$ cat src/rtl/amo_pkg.sv
`default_nettype none
// ============================================================================
// Module      : amo_pkg
// Description : Shared types for the A-extension bus initiator: operation
//               codes, FSM state encoding and address-tag field values.
// Revision    : 1.0  initial release
// ============================================================================
package amo_pkg;

   // Operation requested by execute (4-bit encoding)
   typedef enum logic [3:0] {
      OP_LR   = 4'd0,
      OP_SC   = 4'd1,
      OP_SWAP = 4'd2,
      OP_ADD  = 4'd3,
      OP_XOR  = 4'd4,
      OP_AND  = 4'd5,
      OP_OR   = 4'd6,
      OP_MIN  = 4'd7,
      OP_MAX  = 4'd8,
      OP_MINU = 4'd9,
      OP_MAXU = 4'd10
   } amo_op_t;

   localparam int AMO_OPS_COUNT = 11;

   // Initiator sequencing states
   typedef enum logic [2:0] {
      ST_IDLE = 3'd0,
      ST_RD   = 3'd1,
      ST_CALC = 3'd2,
      ST_WR   = 3'd3,
      ST_DONE = 3'd4
   } amo_state_t;

   // Address tag = {mode[1:0], lock/unlock}; {NONE,LOCK} encodes as all zeros
   localparam logic [1:0] TAG_MODE_NONE = 2'b00;
   localparam logic [1:0] TAG_MODE_LRSC = 2'b01;
   localparam logic [1:0] TAG_MODE_AMO  = 2'b10;
   localparam logic       TAG_LOCK      = 1'b0;
   localparam logic       TAG_UNLOCK    = 1'b1;

   // True for read-modify-write operations (everything except LR/SC)
   function automatic logic is_amo(input amo_op_t op);
      return (op != OP_LR) && (op != OP_SC);
   endfunction

endpackage
`default_nettype wire

$ cat src/rtl/amo_alu.sv
`default_nettype none
// ============================================================================
// Module      : amo_alu
// Description : Combinational AMO combine function, new = f(old, rs2).
//               32-bit wrap-around, no flags; ties keep the old value.
// Revision    : 1.0  initial release
// ============================================================================
module amo_alu
   import amo_pkg::*;
(
   input  amo_op_t     op_i,
   input  logic [31:0] a_i,    // old memory word
   input  logic [31:0] b_i,    // rs2 operand
   output logic [31:0] y_o
);

   // Select the combined value; LR/SC and unknown codes pass the old word through
   always_comb begin
      y_o = a_i;
      case (op_i)
         OP_SWAP: y_o = b_i;
         OP_ADD:  y_o = a_i + b_i;
         OP_XOR:  y_o = a_i ^ b_i;
         OP_AND:  y_o = a_i & b_i;
         OP_OR:   y_o = a_i | b_i;
         OP_MIN:  y_o = ($signed(b_i) < $signed(a_i)) ? b_i : a_i;
         OP_MAX:  y_o = ($signed(b_i) > $signed(a_i)) ? b_i : a_i;
         OP_MINU: y_o = (b_i < a_i) ? b_i : a_i;
         OP_MAXU: y_o = (b_i > a_i) ? b_i : a_i;
         default: y_o = a_i;
      endcase
   end

endmodule
`default_nettype wire

$ cat src/rtl/atomic_mem_master.sv
`default_nettype none
// ============================================================================
// Module      : atomic_mem_master
// Description : Wishbone initiator for LR.W / SC.W / AMO*.W. Issues tagged
//               lock/unlock bus cycles, holds the bus between the AMO read
//               and write, and returns the rd value with a done pulse.
// Revision    : 1.0  initial release
// ============================================================================
module atomic_mem_master
   import amo_pkg::*;
#(
   parameter int unsigned WAIT_TIMEOUT = 1024
) (
   input  logic        clk_i,
   input  logic        rst_i,
   input  logic        req_i,
   input  amo_op_t     op_i,
   input  logic [31:0] addr_i,
   input  logic [31:0] data_i,
   output logic        busy_o,
   output logic        done_o,
   output logic [31:0] result_o,
   output logic        misaligned_o,
   output logic        timeout_o,
   output logic        mem_cyc_o,
   output logic        mem_stb_o,
   output logic        mem_we_o,
   output logic [3:0]  mem_sel_o,
   output logic [31:0] mem_addr_o,
   output logic [2:0]  mem_addr_tag_o,
   output logic [31:0] mem_data_o,
   input  logic        mem_ack_i,
   input  logic [31:0] mem_data_i,
   input  logic        mem_data_tag_i
);

   // Last timer value before abort; only meaningful when WAIT_TIMEOUT != 0
   localparam logic [31:0] TMO_LAST = 32'(WAIT_TIMEOUT - 1);

   amo_state_t  state_q, state_d;
   amo_op_t     op_q, op_d;
   logic [31:0] addr_q, addr_d;
   logic [31:0] data_q, data_d;      // rs2 / SC store data
   logic [31:0] rdata_q, rdata_d;    // word returned by the lock read
   logic [31:0] timer_q, timer_d;
   logic        sc_tag_q, sc_tag_d;
   logic        mis_q, mis_d;
   logic        tmo_q, tmo_d;

   logic [31:0] w_alu_y;
   logic        w_timer_hit;
   logic [1:0]  w_mode;

   amo_alu u_alu (
      .op_i (op_q),
      .a_i  (rdata_q),
      .b_i  (data_q),
      .y_o  (w_alu_y)
   );

   assign w_timer_hit = (WAIT_TIMEOUT != 0) && (timer_q == TMO_LAST);
   assign w_mode      = is_amo(op_q) ? TAG_MODE_AMO : TAG_MODE_LRSC;

   // State and datapath registers; reset drops any in-flight operation
   always_ff @(posedge clk_i) begin
      if (rst_i) begin
         state_q  <= ST_IDLE;
         op_q     <= OP_LR;
         addr_q   <= '0;
         data_q   <= '0;
         rdata_q  <= '0;
         timer_q  <= '0;
         sc_tag_q <= 1'b0;
         mis_q    <= 1'b0;
         tmo_q    <= 1'b0;
      end else begin
         state_q  <= state_d;
         op_q     <= op_d;
         addr_q   <= addr_d;
         data_q   <= data_d;
         rdata_q  <= rdata_d;
         timer_q  <= timer_d;
         sc_tag_q <= sc_tag_d;
         mis_q    <= mis_d;
         tmo_q    <= tmo_d;
      end
   end

   // Next-state, request latching, ack sampling and wait-timer control
   always_comb begin
      state_d  = state_q;
      op_d     = op_q;
      addr_d   = addr_q;
      data_d   = data_q;
      rdata_d  = rdata_q;
      timer_d  = timer_q;
      sc_tag_d = sc_tag_q;
      mis_d    = mis_q;
      tmo_d    = tmo_q;
      case (state_q)
         ST_IDLE: begin
            timer_d = '0;
            if (req_i) begin
               op_d     = op_i;
               addr_d   = addr_i;
               data_d   = data_i;
               rdata_d  = '0;
               sc_tag_d = 1'b0;
               mis_d    = 1'b0;
               tmo_d    = 1'b0;
               if (addr_i[1:0] != 2'b00) begin
                  mis_d   = 1'b1;
                  state_d = ST_DONE;
               end else if (op_i == OP_SC) begin
                  state_d = ST_WR;
               end else begin
                  state_d = ST_RD;
               end
            end
         end
         ST_RD: begin
            if (mem_ack_i) begin
               rdata_d = mem_data_i;
               timer_d = '0;
               state_d = is_amo(op_q) ? ST_CALC : ST_DONE;
            end else if (w_timer_hit) begin
               tmo_d   = 1'b1;
               state_d = ST_DONE;
            end else begin
               timer_d = timer_q + 32'd1;
            end
         end
         ST_CALC: begin
            timer_d = '0;
            state_d = ST_WR;
         end
         ST_WR: begin
            if (mem_ack_i) begin
               if (op_q == OP_SC) sc_tag_d = mem_data_tag_i;
               timer_d = '0;
               state_d = ST_DONE;
            end else if (w_timer_hit) begin
               tmo_d   = 1'b1;
               state_d = ST_DONE;
            end else begin
               timer_d = timer_q + 32'd1;
            end
         end
         ST_DONE: begin
            state_d = ST_IDLE;
         end
         default: begin
            state_d = ST_IDLE;
         end
      endcase
   end

   // Moore outputs: bus signals and completion decoded from the current state
   always_comb begin
      busy_o         = (state_q != ST_IDLE);
      done_o         = 1'b0;
      result_o       = '0;
      misaligned_o   = 1'b0;
      timeout_o      = 1'b0;
      mem_cyc_o      = 1'b0;
      mem_stb_o      = 1'b0;
      mem_we_o       = 1'b0;
      mem_addr_tag_o = {TAG_MODE_NONE, TAG_LOCK};
      mem_data_o     = '0;
      mem_addr_o     = addr_q;
      case (state_q)
         ST_RD: begin
            mem_cyc_o      = 1'b1;
            mem_stb_o      = 1'b1;
            mem_addr_tag_o = {w_mode, TAG_LOCK};
         end
         ST_CALC: begin
            // Bus stays owned between the lock read and the unlock write
            mem_cyc_o      = 1'b1;
            mem_addr_tag_o = {w_mode, TAG_LOCK};
         end
         ST_WR: begin
            mem_cyc_o      = 1'b1;
            mem_stb_o      = 1'b1;
            mem_we_o       = 1'b1;
            mem_addr_tag_o = {w_mode, TAG_UNLOCK};
            mem_data_o     = (op_q == OP_SC) ? data_q : w_alu_y;
         end
         ST_DONE: begin
            done_o       = 1'b1;
            misaligned_o = mis_q;
            timeout_o    = tmo_q;
            if (mis_q || tmo_q)    result_o = '0;
            else if (op_q == OP_SC) result_o = {31'b0, sc_tag_q};
            else                   result_o = rdata_q;
         end
         default: ;
      endcase
      mem_sel_o = {4{mem_cyc_o}};
   end

endmodule
`default_nettype wire

$ cat config.mk
export PLATFORM = sky130hd
export DESIGN_NAME = atomic_mem_master
export DESIGN_NICKNAME = d
export VERILOG_FILES = /design/src/rtl/amo_pkg.sv /design/src/rtl/amo_alu.sv /design/src/rtl/atomic_mem_master.sv
export SDC_FILE = /design/constraint.sdc
export NUM_CORES = 1
export LEC_CHECK = 0
export CAP_MARGIN = 10
export CORE_MARGIN = 1
export CORE_UTILIZATION = 29
export DETAILED_ROUTE_END_ITERATION = 8
export HOLD_SLACK_MARGIN = 0.15
export SYNTH_ARGS = -nofsm -noshare
export SYNTH_HDL_FRONTEND = slang
export SYNTH_HIERARCHICAL = 1
export SYNTH_SLANG_ARGS = --single-unit
$ cat constraint.sdc
create_clock -name clk_i -period 3.8 [get_ports clk_i]
set_input_delay 0.76 -clock clk_i [delete_from_list [all_inputs] [get_ports clk_i]]
set_output_delay 0.76 -clock clk_i [all_outputs]
set_load 0.01 [all_outputs]
==> impl_metrics.yaml, run 1 <==
worst_setup_path:
  worst_ep_required_time_ps: 3040
  crit_path_cell_trace: "inv_2 > ha_4 > buf_6 > nor2_1 > a221oi_2 > o21bai_2 > o41ai_4 > nand3b_1 > buf_4 > nand2_1 > o2bb2ai_4 > or3_4 > buf_8 > a221o_1 > nand2_1 > a21oi_1 > buf_2"
  crit_fanout: 9
  cp_slowest_cell: "or3_4"
  reg2regPathDepth: 6
  criticalPathCategory: "reg -> out"
  slowest_delay_ps: 440
  cp-start-kind: "flip-flop"
  crit_top_cell: "nand2_1"
  critPathArrivalTime_ps: 3890
  end_kind: "output port"
power_and_ir_drop:
  power.leakage_nw: 6.86
  ir_worst_vdd_mv: 0.347
  powerDensity_nw_per_um2: 288
global_routing:
  grt_max_degree: 72
  grt_pass1_vias: 12900
  antenna_found_initial: 0
  grt_first_pass_wirelength_um: 68800
  track_usage_pct: 22.7
  globalRoute.totalOverflow: 0
layout:
  area_delta_synth_final_pct: 56.6
  nFillCells: 3658
  nNetsFinal: 2167
  layout-drive-gt1-share_pct: 28.6
  post-route-cell-area_um2: 17100
  final_cells: 2481
  n_antenna_cell: 0
floorplan:
  core.rowCount: 70
  coreArea_um2: 36900
  start_util_pct: 29.6
  ios: 215
  die_y_um: 196
  dieArea_um2: 38400
  die_w_um: 196
yosys:
  syn_nets: 1731
  syn_area_per_cell_um2: 7.15
  synthFlopType: "dfxtp_1"
  ys_ff_latch: 138
  synth-edff-count: 0
  synth_most_common_cell: "nand2_1"
  synth_top_area_share_pct: 25.3
  netlist_top_cells_count: "301 x nand2_1, 185 x a21oi_1, 138 x dfxtp_1, 103 x nor2_1, 97 x ha_1"
  synth.cell_area_um2: 10900
  synth_area_leader_cell: "dfxtp_1"
  yosys_warnings: 6
  async_flop_share_pct: 0
  netlist_instances: 1528
  ys_seq_area_share_pct: 25.3
  yosys-top-cells-area: "dfxtp_1 25%, ha_1 11%, nand2_1 10%"
  ys_types: 80
drt:
  avgRoutedWirePerCell_um: 18.0
  first_pass_iters: 6
  drc: 0
  ant_nets: 0
  wirelength_um: 44600
  vias_per_cell: 5.23
  routed-via-count: 13000
  first_iter_violations: 947
clock_tree:
  htree_num_levels: 4
  root_buffer: "clkbuf_16"
  clk_latency_ps: 450
  clk_pin_slew_ps: 70
  numClockSinks: 138
  cts_tree: "built"
  cts_max_path_buffers: 2
  cts_buffers: 17
placed_design:
  dp_hpwl_um: 31200
  placed_area_um2: 15500
  placedCellCount: 2409
  place.gp.congestion: 0.914
  io_buffers: 214
sta:
  hold_viol_final: 0
  rsz0062_at_grt: "true"
  period_share_pct: 122
  period_minus_slack_ps: 4650
  tightest_slew_ps: 839
  setup_violations: 32
  relSlewSlack_pct: 44.0
  max_freq_ghz: 0.215
  tns_ps: -24420
  drv_slew: 0
  layout_setup_ws_ps: -849
  skew_ps: 12.1
hold_path:
  min_delay_path_depth: 2
  min_path_type: "reg -> reg"
flow_run:
  maxCapViolCount: 0
outcome:
  outcome: "finished with violations"
  violations: "negative setup slack"
==> through the flow <==
stage	setup slack [ps]	utilization, %	power [W]	hold WS (ps)
after global placement	-847	42.1	0.00290	441
after global routing	-1020	46.4	0.00515	469
after CTS	-773	45.6	0.00487	457
after detailed placement	-901	42.1	0.00292	449
final	-849	46.4	0.00492	455
after floorplan	-31.4	-	0.00227	452
==> path summary, 6_finish.rpt <==
path	startpoint	endpoint	slack (ps)
hold / removal	mem_addr_o[0]$_SDFFE_PP0P_	mem_addr_o[0]$_SDFFE_PP0P_	460
setup / recovery	rdata_q[13]$_SDFFE_PP0P_	mem_data_o[1]	-850
hold reg to reg	mem_addr_o[0]$_SDFFE_PP0P_	mem_addr_o[0]$_SDFFE_PP0P_	460
setup reg to reg	timer_q[11]$_SDFFE_PP0P_	timer_q[14]$_SDFFE_PP0P_	1330
==> layout make-up <==
type	count	area, um^2	area share, %
Clock buffer	17	425	2.49
Multi-Input combinational cell	1198	8210	48.0
Inverter	86	323	1.89
Sequential cell	138	2810	16.4
Tap cell	504	631	3.69
Timing Repair Buffer	523	4510	26.4
Clock inverter	15	191	1.12
==> critical path, delay by kind of cell, from the launching register on <==
family | cells | cell delay, ps
AO/OA/AOI/OAI | 6 | 1290
adder cells (fa/ha/maj) | 1 | 280
buffers and inverters | 5 | 700
flip-flops | 1 | 330
AND/OR/NAND/NOR | 5 | 850
==> sequential cells by signal, indices dropped and copies added, names as in the netlist <==
name / cells
data_q: 32
mem_addr_o: 32
rdata_q: 32
timer_q: 32
op_q: 4
state_q: 3
mis_q: 1
sc_tag_q: 1
tmo_q: 1
==> placed cells by master, fill, tap and decap left out, types with 12 or more instances in the layout <==
cell | Yosys | routed
a22oi_1 | 52 | 49
a21oi_1 | 185 | 165
nand4_1 | 16 | 16
and2_1 | 40 | 39
nor2_1 | 103 | 96
dfxtp_2 | 0 | 35
inv_2 | 2 | 19
or4_1 | 15 | 15
or3_1 | 13 | 12
buf_4 | 7 | 283
ha_1 | 97 | 68
nand3_1 | 21 | 19
o211ai_1 | 17 | 17
o21ai_0 | 69 | 57
a221o_1 | 14 | 14
clkdlybuf4s50_1 | 0 | 181
nor3_1 | 15 | 14
buf_2 | 12 | 31
a21oi_2 | 2 | 19
dfxtp_1 | 138 | 102
buf_6 | 5 | 16
o21ai_1 | 11 | 17
nand2_1 | 301 | 299
a21o_1 | 20 | 19
inv_1 | 84 | 67
ha_4 | 0 | 28
a31oi_1 | 14 | 13
a221oi_2 | 4 | 13
clkbuf_16 | 0 | 18
==> kinds of logic after synthesis <==
logic type                 share of synthesized area (%)
DFF                                                 25.3
muxes                                              0.275
adders and majority gates                           11.3
and+or+nand+nor                                     25.8
buffers and inverters                               7.47
AOI/OAI and AO/OA                                   28.7
xor gates and xnor gates                            1.20
==> per-layer routing <==
layer	vias to the layer above	GRT usage (%)	wire length [um]
met5	-	0	0
met4	0	8.42	1370
met3	89	5.62	3330
met2	453	37.9	20900
met1	6141	28.1	19000
li1	6291	-	-
==> report_power, final <==
group,switching [W],internal (W)
logic,0.000842,0.000785
clock network,0.000849,0.000898
registers,0.0000375,0.00151
==> what timing repair did <==
item,4_1_cts,5_1_grt
setup buffers,20,19
hold buffers,0,0
pin swaps,72,43
gates cloned,3,1
resized for setup,269,38
endpoints found under the setup margin,63,47
No activity file was read; power rests on OpenSTA's default activity.
==> run 2: changes to the inputs <==
- SLEW_MARGIN: not set -> 10
==> results of run 2 <==
The final DEF is identical to that of run 1; final timing and power are the same.
